### config.mk
export PLATFORM = sky130hd
export DESIGN_NAME = wb_arbiter
export DESIGN_NICKNAME = d
export VERILOG_FILES = /design/src/rtl/wb_arbiter.sv
export SDC_FILE = /design/constraint.sdc
export NUM_CORES = 1
export LEC_CHECK = 0
export CORE_UTILIZATION = 43
export CTS_CLUSTER_SIZE = 28
export DETAILED_ROUTE_END_ITERATION = 7
export GPL_TIMING_DRIVEN = 0
export PLACE_DENSITY_LB_ADDON = 0.1
export SYNTH_ARGS = -nofsm -noshare
export SYNTH_HDL_FRONTEND = slang
export SYNTH_SLANG_ARGS = --single-unit
### constraint.sdc
create_clock -name clk -period 6.45 [get_ports clk]
set_input_delay 1.29 -clock clk [delete_from_list [all_inputs] [get_ports clk]]
set_output_delay 1.29 -clock clk [all_outputs]
set_load 0.1 [all_outputs]
### src/rtl/wb_arbiter.sv
// Writeback arbiter: one register-file write port shared by the single-cycle ALU
// and the long-latency LSU/MDU pipes, with age-based ALU stalling against starvation.
package wb_arbiter_pkg;
  typedef struct packed {
    logic        instruction_valid;
    logic        register_write;
    logic [4:0]  rd;
    logic [31:0] exe_result;
  } exe_wb_inf_t;
endpackage

module wb_arbiter
  import wb_arbiter_pkg::*;
#(
  parameter int unsigned STARVE_LIMIT = 4
) (
  input  logic        clk,
  input  logic        rst,
  input  exe_wb_inf_t alu_wb_inf,
  input  logic        lsu_valid,
  input  exe_wb_inf_t lsu_wb_inf,
  output logic        lsu_ready,
  input  logic        mdu_valid,
  input  exe_wb_inf_t mdu_wb_inf,
  output logic        mdu_ready,
  output logic        wb_stall,
  output logic        rf_we,
  output logic [4:0]  rf_waddr,
  output logic [31:0] rf_wdata,
  output logic [1:0]  retire_cnt,
  output logic [63:0] instret
);

  localparam int unsigned AW = (STARVE_LIMIT < 1) ? 1 : $clog2(STARVE_LIMIT + 1);
  localparam logic [AW-1:0] AGE_MAX = AW'(STARVE_LIMIT);

  logic [AW-1:0] lsu_age;
  logic [AW-1:0] mdu_age;
  logic [AW-1:0] cand_age;
  logic          last_grant;
  logic          alu_writes;
  logic          pick_mdu;
  logic          port_free;
  logic          alu_take;
  logic          lsu_hs;
  logic          mdu_hs;
  logic          commit_any;
  logic [1:0]    retire_next;
  exe_wb_inf_t   commit;

  // last_grant=1 means MDU won most recently, so LSU has priority on a tie
  always_comb begin
    alu_writes  = alu_wb_inf.instruction_valid & alu_wb_inf.register_write;
    pick_mdu    = mdu_valid & (~lsu_valid | ~last_grant);
    cand_age    = pick_mdu ? mdu_age : lsu_age;
    wb_stall    = ~rst & alu_writes & (lsu_valid | mdu_valid) & (cand_age >= AGE_MAX);
    port_free   = ~alu_writes | wb_stall;
    lsu_ready   = ~rst & port_free & lsu_valid & ~pick_mdu;
    mdu_ready   = ~rst & port_free & pick_mdu;
    lsu_hs      = lsu_valid & lsu_ready;
    mdu_hs      = mdu_valid & mdu_ready;
    alu_take    = ~rst & alu_wb_inf.instruction_valid & ~wb_stall;
    retire_next = {1'b0, alu_take} + {1'b0, lsu_hs | mdu_hs};
    commit      = alu_wb_inf;
    commit_any  = 1'b1;
    if (alu_take && alu_wb_inf.register_write) begin
      commit = alu_wb_inf;
    end else if (lsu_hs) begin
      commit = lsu_wb_inf;
    end else if (mdu_hs) begin
      commit = mdu_wb_inf;
    end else begin
      commit_any = alu_take;
    end
  end

  always_ff @(posedge clk) begin
    if (rst) begin
      rf_we      <= 1'b0;
      rf_waddr   <= '0;
      rf_wdata   <= '0;
      retire_cnt <= '0;
      instret    <= '0;
      lsu_age    <= '0;
      mdu_age    <= '0;
      last_grant <= 1'b1;
    end else begin
      rf_we <= commit_any & commit.register_write & (commit.rd != 5'd0);
      if (commit_any) begin
        rf_waddr <= commit.rd;
        rf_wdata <= commit.exe_result;
      end
      retire_cnt <= retire_next;
      instret    <= instret + 64'(retire_next);
      if (lsu_hs) begin
        last_grant <= 1'b0;
      end else if (mdu_hs) begin
        last_grant <= 1'b1;
      end
      // Ages track consecutive waiting cycles and saturate at the limit
      if (!lsu_valid || lsu_hs) begin
        lsu_age <= '0;
      end else if (lsu_age < AGE_MAX) begin
        lsu_age <= lsu_age + AW'(1);
      end
      if (!mdu_valid || mdu_hs) begin
        mdu_age <= '0;
      end else if (mdu_age < AGE_MAX) begin
        mdu_age <= mdu_age + AW'(1);
      end
    end
  end

endmodule

# --- After elaboration in Yosys (flattened, before gate mapping) ---
# Cells that the tools add are included.
totals:
  reg_bits: 111
  latchBits: 0
  ram_bits: 0
  mem_bits_ro: 0
  in_bits: 121
  out_inout_bits: 107
  wordCells: 58
  n_memories: 0
classes:
  addsub: 4
  n_mul: 0
  n_div: 0
  magnitude_cmp: 3
  eq_ne: 0
  shift: 0
  muxes: 9
  n_bitwise: 25
  n_reduce_logical: 9
op_table:
  columns: ["op", "n"]
  rows:
  - ["2-to-1 mux 38 bit", 3]
  - ["adder 64 x 2 -> 64 bit", 1]
  - ["AND 1 bit", 15]
  - ["adder 3 x 1 -> 3 bit, second input constant", 2]
  - ["less-than comparator 3 bit, second input constant", 2]
  - ["NOT 1 bit", 6]
  - ["2-to-1 mux 1 bit", 5]
  - ["nonzero test 5 bit", 1]
  - ["OR 1 bit", 4]
  - ["OR reduction 2 bit", 2]
  - [">= comparator 3 bit, second input constant", 1]
  - ["2-to-1 mux 3 bit", 1]
  - ["adder 1 x 1 -> 2 bit", 1]
  - ["logical NOT 1 bit", 2]
  - ["logical OR 1 bit", 2]
  - ["nonzero test 2 bit", 1]
  - ["logical AND 1 bit", 1]

# --- Longest topological paths before layout ---
# Gate-level depths: netlist of the first run.
logic_depth:
  depth_word: 15
  ltp_mapped: 15
  mapped_depth_nobuf: 12

# --- Least setup slack after synthesis of the first run ---
# Ideal clock, no wire load.
synth_path:
  path_type: "input to output"
  from: "in rst"
  to: "out wb_stall"
  t_arrival_ps: 3959
  required_time_ps: 5160
  setup_slack_ps: 1201
  path_stages: 4
  n_path_buf: 3
  path_cell_list: "clkbuf_1 clkbuf_1 clkbuf_1 nor3_1"
synth_between:
  elab_chain_cells: 4
synth_rtl:
  columns: ["item", "line", "source"]
  rows:
  - ["from (decl)", "18", "input logic rst,"]
  - ["NOT 1 bit", "56", "wb_stall = ~rst & alu_writes & (lsu_valid | mdu_valid) & (cand_age >= AGE_MAX);"]
  - ["AND 1 bit (3 in series)", "56", null]
  - ["to (decl)", "26", "output logic wb_stall,"]
# No other way between the ends.

# --- Worst setup path after layout of the first run ---
layout_path:
  from: "in lsu_valid"
  to: "reg instret[56]"
layout_between:
  elab_chain_cells: 14
  elab_cells_between_ends: 21
  classes_between: "add/sub: 2; order compare: 1; mux: 1; bitwise: 17"
layout_rtl:
  columns: ["item", "line", "source"]
  rows:
  - ["from (decl)", "20", "input logic lsu_valid,"]
  - ["NOT 1 bit", "54", "pick_mdu = mdu_valid & (~lsu_valid | ~last_grant);"]
  - ["OR 1 bit", "54", null]
  - ["AND 1 bit", "54", null]
  - ["2-to-1 mux 3 bit", "55", "cand_age = pick_mdu ? mdu_age : lsu_age;"]
  - [">= comparator 3 bit", "56", null]
  - ["AND 1 bit", "56", null]
  - ["OR 1 bit", "57", "port_free = ~alu_writes | wb_stall;"]
  - ["AND 1 bit", "58, 59", null]
  - ["AND 1 bit (2 in series)", "58", "lsu_ready = ~rst & port_free & lsu_valid & ~pick_mdu;"]
  - ["AND 1 bit", "60", "lsu_hs = lsu_valid & lsu_ready;"]
  - ["OR 1 bit", "63", "retire_next = {1'b0, alu_take} + {1'b0, lsu_hs | mdu_hs};"]
  - ["adder 1 x 1 -> 2 bit (*)", "63", null]
  - ["named net retire_next[0]", "48", "logic [1:0] retire_next;"]
  - ["adder 64 x 2 -> 64 bit (*)", "94", "instret <= instret + 64'(retire_next);"]
  - ["to (signal assigned)", "94", null]
  - ["to (decl)", "31", "output logic [63:0] instret"]
# The timed path passes the listed nets; every way through them passes the cells marked *.
# A chain may end at the register's enable or synchronous reset.

==> flow_summary.json, run 1 <==
{
  "synth_ff_type": "dfxtp_1",
  "cts_setup_buffers": 0,
  "globalplace.congestion": 0.898,
  "r2r-start": "last_grant",
  "gr-total-overflow": 0,
  "synth-seq-cells": 111,
  "cts_root_buf": "clkbuf_16",
  "whs_path_depth": 2,
  "top_usage_layer": "met2",
  "finalCritPeriodShare": 0.926,
  "holdCritPathClass": "flip-flop to flip-flop",
  "async_flop_share": 0,
  "grt_max_degree": 17,
  "maxSlewViolCount": 0,
  "port_buffers": 225,
  "vdd_ir_drop_max_mv": 0.140,
  "worstMarginPinSlew_ps": 1070,
  "die_w_um": 114,
  "drt-initial-drc-count": 335,
  "antenna_found_initial": 1,
  "hp-start": "rf_waddr[1]",
  "fin_nets": 997,
  "maxCapViolCount": 0,
  "avgViaCountPerCell": 5.60,
  "worstPathArrival_ps": 6240,
  "path_max_fanout": 10,
  "first_pass_iters": 5,
  "rsz0062_at_grt": "no",
  "vias": 5843,
  "use_met3": 0.0545,
  "rrSetupSlack_ps": 1680,
  "start_util": 0.446,
  "antenna_left": 0,
  "required_ps": 6720,
  "grt_pass1_vias": 5849,
  "r2r_cells": 14,
  "yosysTopAreaCellShare": 0.409,
  "numCtsBuffers": 9,
  "die_h_um": 114,
  "row_count": 40,
  "ys_types": 52,
  "syn_to_final_growth_pct": 50.9,
  "grt_usage": 0.281,
  "core_um2": 12200,
  "status": "finished clean",
  "critPathLaunchType": "input pin",
  "drc": 0,
  "dp_hpwl_mm": 14.3,
  "worstSetupPathType": "input pin to flip-flop",
  "fin_worst_skew_ps": 9.39,
  "yosys.area.top_type": "dfxtp_1",
  "synthCells": 634,
  "power_leakage_nw": 3.03,
  "hold_violations": 0,
  "fmax_mhz": 167,
  "reg2reg_to": "instret[56]",
  "synth_area_um2": 5430,
  "die_area_um2": 13100,
  "cts_hold_buf": 0,
  "routedWlPerCell_um": 17.4,
  "fin_crit_ps": 5970,
  "yosys.cell_count.top_type": "dfxtp_1",
  "setup_violations": 0,
  "synth-seq-area-share": 0.409,
  "holdPathEnd": "rf_waddr[1]",
  "grt_pass1_wl_mm": 28.8,
  "synth_edf_count": 0,
  "clock_path_buffers": 2,
  "cts-resized-gates": 0,
  "drt_wl_total_mm": 18.2,
  "htreeDepth": 3,
  "finalPower_mw": 1.90,
  "synth_commonest_cells": "111 x dfxtp_1, 64 x nand2_1, 42 x nor2_1",
  "clock-sinks": 111,
  "power_density_nw_per_um2": 232,
  "clk_pin_slew_ps": 70,
  "yosys-top-cells-area": "dfxtp_1 41%, a22o_1 5.3%, a21o_1 4.8%",
  "cts_tree": "done",
  "io_pins": 228,
  "slew_headroom": 0.285,
  "met1_usage": 0.321,
  "ys_warn_count": 0,
  "drive_above_1_share": 0.0297,
  "clk_latency_ps": 340,
  "fin_tns_setup_ps": 0,
  "grt_use_met2": 0.496,
  "synthesis.nets": 761,
  "avgSynthCellArea_um2": 8.56,
  "worstSetupEndpointType": "flip-flop"
}
registers in the layout, indices dropped and copies added (netlist names):
signal	flops
instret	64
rf_wdata	32
rf_waddr	5
lsu_age	3
mdu_age	3
retire_cnt	2
last_grant	1
rf_we	1
final cells by class:
type                       instances  area (um^2)
clock inverter                     3         42.5
antenna                            1         2.50
multi-input combinational        466         2980
inverter                          14         52.6
clock buffer                      13          250
timing repair buffer             225         2250
tap                              168          210
fill                            1037         3970
sequential                       111         2220
buffer                            43          174
cells in the final DEF, fill, tap and decap left out, drive strengths merged, types with 8 or more instances in the layout:
cell / n
clkdlybuf4s50: 225
dfxtp: 111
nand2: 64
clkbuf: 46
nor2: 42
a21o: 35
a21oi: 33
o22ai: 33
a22o: 33
nand3: 26
or4: 21
or3: 17
xnor2: 17
o31ai: 17
o21ai: 15
nand4: 14
inv: 13
xor2: 12
and4: 11
buf: 10
nor4: 9
and3: 8
how the worst max path moves through the flow:
stage | startpoint | to | slack (ps)
after CTS | lsu_valid | instret[56] | 380
after floorplan | rst | wb_stall | 1200
after global placement | lsu_valid | instret[56] | 110
after global routing | lsu_valid | instret[56] | 140
final | lsu_valid | instret[56] | 480
after detailed placement | lsu_valid | instret[56] | 30
per-layer routing:
metal	wire length [um]	share of wire
met1	7320	0.40
met2	9260	0.51
met3	1110	0.061
met4	517	0.028
met5	0	0
per-stage QoR:
stage | std cells | instance area [um^2] | worst slack (ps) | utilization | hold slack, ps
after floorplan | 634 | 5430 | 1200 | - | 468
after global placement | 1027 | 7890 | 111 | 0.649 | 448
after detailed placement | 1027 | 7890 | 30.7 | 0.649 | 458
after CTS | 1043 | 8180 | 382 | 0.673 | 465
after global routing | 1044 | 8190 | 141 | 0.673 | 490
final | 1044 | 8190 | 476 | 0.673 | 467
worst max-delay path, cell delays in order:
cell and delay (ps):
clkdlybuf4s50_1 510, a21boi_1 470, a32oi_1 270, nor2_2 400
clkbuf_1 450, ha_1 240, ha_1 180, inv_1 60
fa_1 450, nor2b_1 240, nand4_1 250, or4_1 680
buf_2 240, or3_1 330, a21oi_1 160
cells by family after synthesis:
logic type | synth area share
AOI/OAI and AO/OA | 0.239
xor gates and xnor gates | 0.0468
adders and majority gates | 0.0152
buffers and inverters | 0.0417
DFF | 0.409
muxes | 0.0131
and+or+nand+nor | 0.235
report_power, final:
part | switching, mW | internal (mW)
sequential | 0.0239 | 0.725
combinational | 0.399 | 0.187
clock | 0.249 | 0.312
(Power assumes the default switching activity.)
==> run 2, diff against run 1 <==
--- a/config.mk
+++ b/config.mk
@@ -5,6 +5,7 @@
 export SDC_FILE = /design/constraint.sdc
 export NUM_CORES = 1
 export LEC_CHECK = 0
+export CORE_MARGIN = 4
 export CORE_UTILIZATION = 43
 export CTS_CLUSTER_SIZE = 28
 export DETAILED_ROUTE_END_ITERATION = 7
==> run 2 against run 1 <==
- non-clock buffer count stayed put
- clock-buffer cell count rose by 1
- critical endpoint is now instret[44]
- clock power grew 13%
- combinational power about the same
- final area is 0.63% higher
- power is 3.9% higher
==> flow_summary.json, run 2 (synthesized netlist as in run 1, its figures left out) <==
{
  "drt_wl_total_mm": 19.2,
  "power_density_nw_per_um2": 239,
  "die_area_um2": 14500,
  "finalCritPeriodShare": 0.930,
  "path_max_fanout": 10,
  "htreeDepth": 3,
  "worstMarginPinSlew_ps": 1070,
  "required_ps": 6730,
  "holdCritPathClass": "flip-flop to flip-flop",
  "row_count": 40,
  "multi_input_area_um2": 2980,
  "cts_setup_buffers": 0,
  "fin_crit_ps": 6000,
  "setup_violations": 0,
  "grt_pass1_wl_mm": 30.3,
  "core_um2": 12200,
  "drt-initial-drc-count": 390,
  "syn_to_final_growth_pct": 51.8,
  "worstSetupEndpointType": "flip-flop",
  "cts_hold_buf": 0,
  "routedWlPerCell_um": 18.4,
  "first_pass_iters": 5,
  "worstPathArrival_ps": 6280,
  "hold_violations": 0,
  "cts_tree": "done",
  "grt_pass1_vias": 5965,
  "drc": 0,
  "maxSlewViolCount": 0,
  "cpMostUsedCell": "ha_1",
  "r2r-start": "last_grant",
  "globalplace.congestion": 0.882,
  "clk_latency_ps": 350,
  "start_util": 0.446,
  "most-common-layout-cells": "225 x clkdlybuf4s50_1, 111 x dfxtp_1, 64 x nand2_1",
  "fmax_mhz": 167,
  "fillCellCount": 1056,
  "grt_max_degree": 17,
  "io_pins": 228,
  "die_h_um": 120,
  "clk_pin_slew_ps": 70,
  "clock_path_buffers": 2,
  "fin_tns_setup_ps": 0,
  "dp_hpwl_mm": 14.9,
  "gr-total-overflow": 0,
  "place_ws_ps": 42.8,
  "rsz0062_at_grt": "no",
  "cp-startpoint": "lsu_valid",
  "setup_slack_ps": 453,
  "power_leakage_nw": 3.06,
  "avgViaCountPerCell": 5.61,
  "vias": 5855,
  "clock-sinks": 111,
  "antenna_left": 0,
  "regArea_um2": 2220,
  "critPathLaunchType": "input pin",
  "slew_headroom": 0.285,
  "top_register": "instret",
  "status": "finished clean",
  "max_stage_delay_ps": 690,
  "port_buffers": 225,
  "cp_cell_sequence": "clkdlybuf4s50_1 > a21boi_1 > a32oi_1 > nor2_2 > clkbuf_1 > ha_1 > ha_1 > inv_1 > fa_1 > nor2b_1 > nand4_1 > or4_1 > buf_2 > or3_1 > a21oi_1",
  "fin_worst_skew_ps": 7.05,
  "die_w_um": 120,
  "mostFrequentLayoutCell": "clkdlybuf4s50_1",
  "fin_nets": 997,
  "hp-start": "rf_waddr[4]",
  "maxCapViolCount": 0,
  "largest_reg_flops": 64,
  "numCtsBuffers": 9,
  "slowest_stage": "or4_1",
  "grt_usage": 0.260,
  "worstSetupPathType": "input pin to flip-flop",
  "reg_top3": "instret (64), rf_wdata (32), rf_waddr (5)",
  "vdd_ir_drop_max_mv": 0.135,
  "antenna_found_initial": 1,
  "drive_above_1_share": 0.0320,
  "cts_root_buf": "clkbuf_16"
}
## run 2: what timing repair did
action,4_1_cts,5_1_grt
gates resized for setup,0,1
endpoints found under the hold margin,0,0
endpoints found under the setup margin,0,3
## run 2: power by group
group | total [mW] | internal, mW | switching, mW | leakage [nW]
sequential | 0.749 | 0.725 | 0.0239 | 0.908
combinational | 0.587 | 0.187 | 0.400 | 1.98
clock | 0.634 | 0.384 | 0.250 | 0.169
total | 1.97 | 1.30 | 0.674 | 3.06
## run 2: per-stage QoR
step / cells / hold WS [ps] / util / cell area [um^2] / power, mW
finish: 1044 / 478 / 0.677 / 8240 / 1.97
global route: 1044 / 494 / 0.677 / 8240 / 2.03
floorplan: 634 / 468 / - / 5430 / 1.15
CTS: 1043 / 483 / 0.677 / 8230 / 1.98
detailed placement: 1027 / 463 / 0.649 / 7890 / 1.35
global placement: 1027 / 460 / 0.649 / 7890 / 1.34
## run 2: final timing paths
path	endpoint	slack, ps	cells past startpoint
hold reg to reg	rf_waddr[4]	480	2
setup / recovery	instret[44]	450	15
hold / removal	rf_waddr[4]	480	2
setup reg to reg	instret[44]	1670	14
## run 2: routing by layer
metal	vias to the layer above	GRT usage	share of wire
met1	2755	0.302	0.40
met3	31	0.0613	0.067
met2	235	0.470	0.51
met5	-	0	0
li1	2834	-	-
met4	0	0.0885	0.022
## run 2: worst max-delay path, delay by kind of cell
| kind | cells | cell delay (ps) |
|---|---|---|
| buffers and inverters | 4 | 1320 |
| adder cells (fa/ha/maj) | 3 | 890 |
| AND/OR/NAND/NOR | 5 | 1890 |
| AO/OA/AOI/OAI | 3 | 880 |
## run 2: area by class of cell
type / count / share of cell area
flip-flops and latches: 111 / 0.270
clock inverters: 2 / 0.00729
inverters: 14 / 0.00638
clock buffers: 14 / 0.0345
well taps: 168 / 0.0255
plain buffers: 43 / 0.0211
multi-input cells: 466 / 0.362
diodes: 1 / 0.000304
repair buffers: 225 / 0.273
==> run 3, diff against run 2 <==
--- a/config.mk
+++ b/config.mk
@@ -7,7 +7,7 @@
 export LEC_CHECK = 0
 export CORE_MARGIN = 4
 export CORE_UTILIZATION = 43
-export CTS_CLUSTER_SIZE = 28
+export CTS_CLUSTER_SIZE = 8
 export DETAILED_ROUTE_END_ITERATION = 7
 export GPL_TIMING_DRIVEN = 0
 export PLACE_DENSITY_LB_ADDON = 0.1
==> results of run 3 <==
Same layout as run 2: the final DEF is identical, and so are final timing and power.
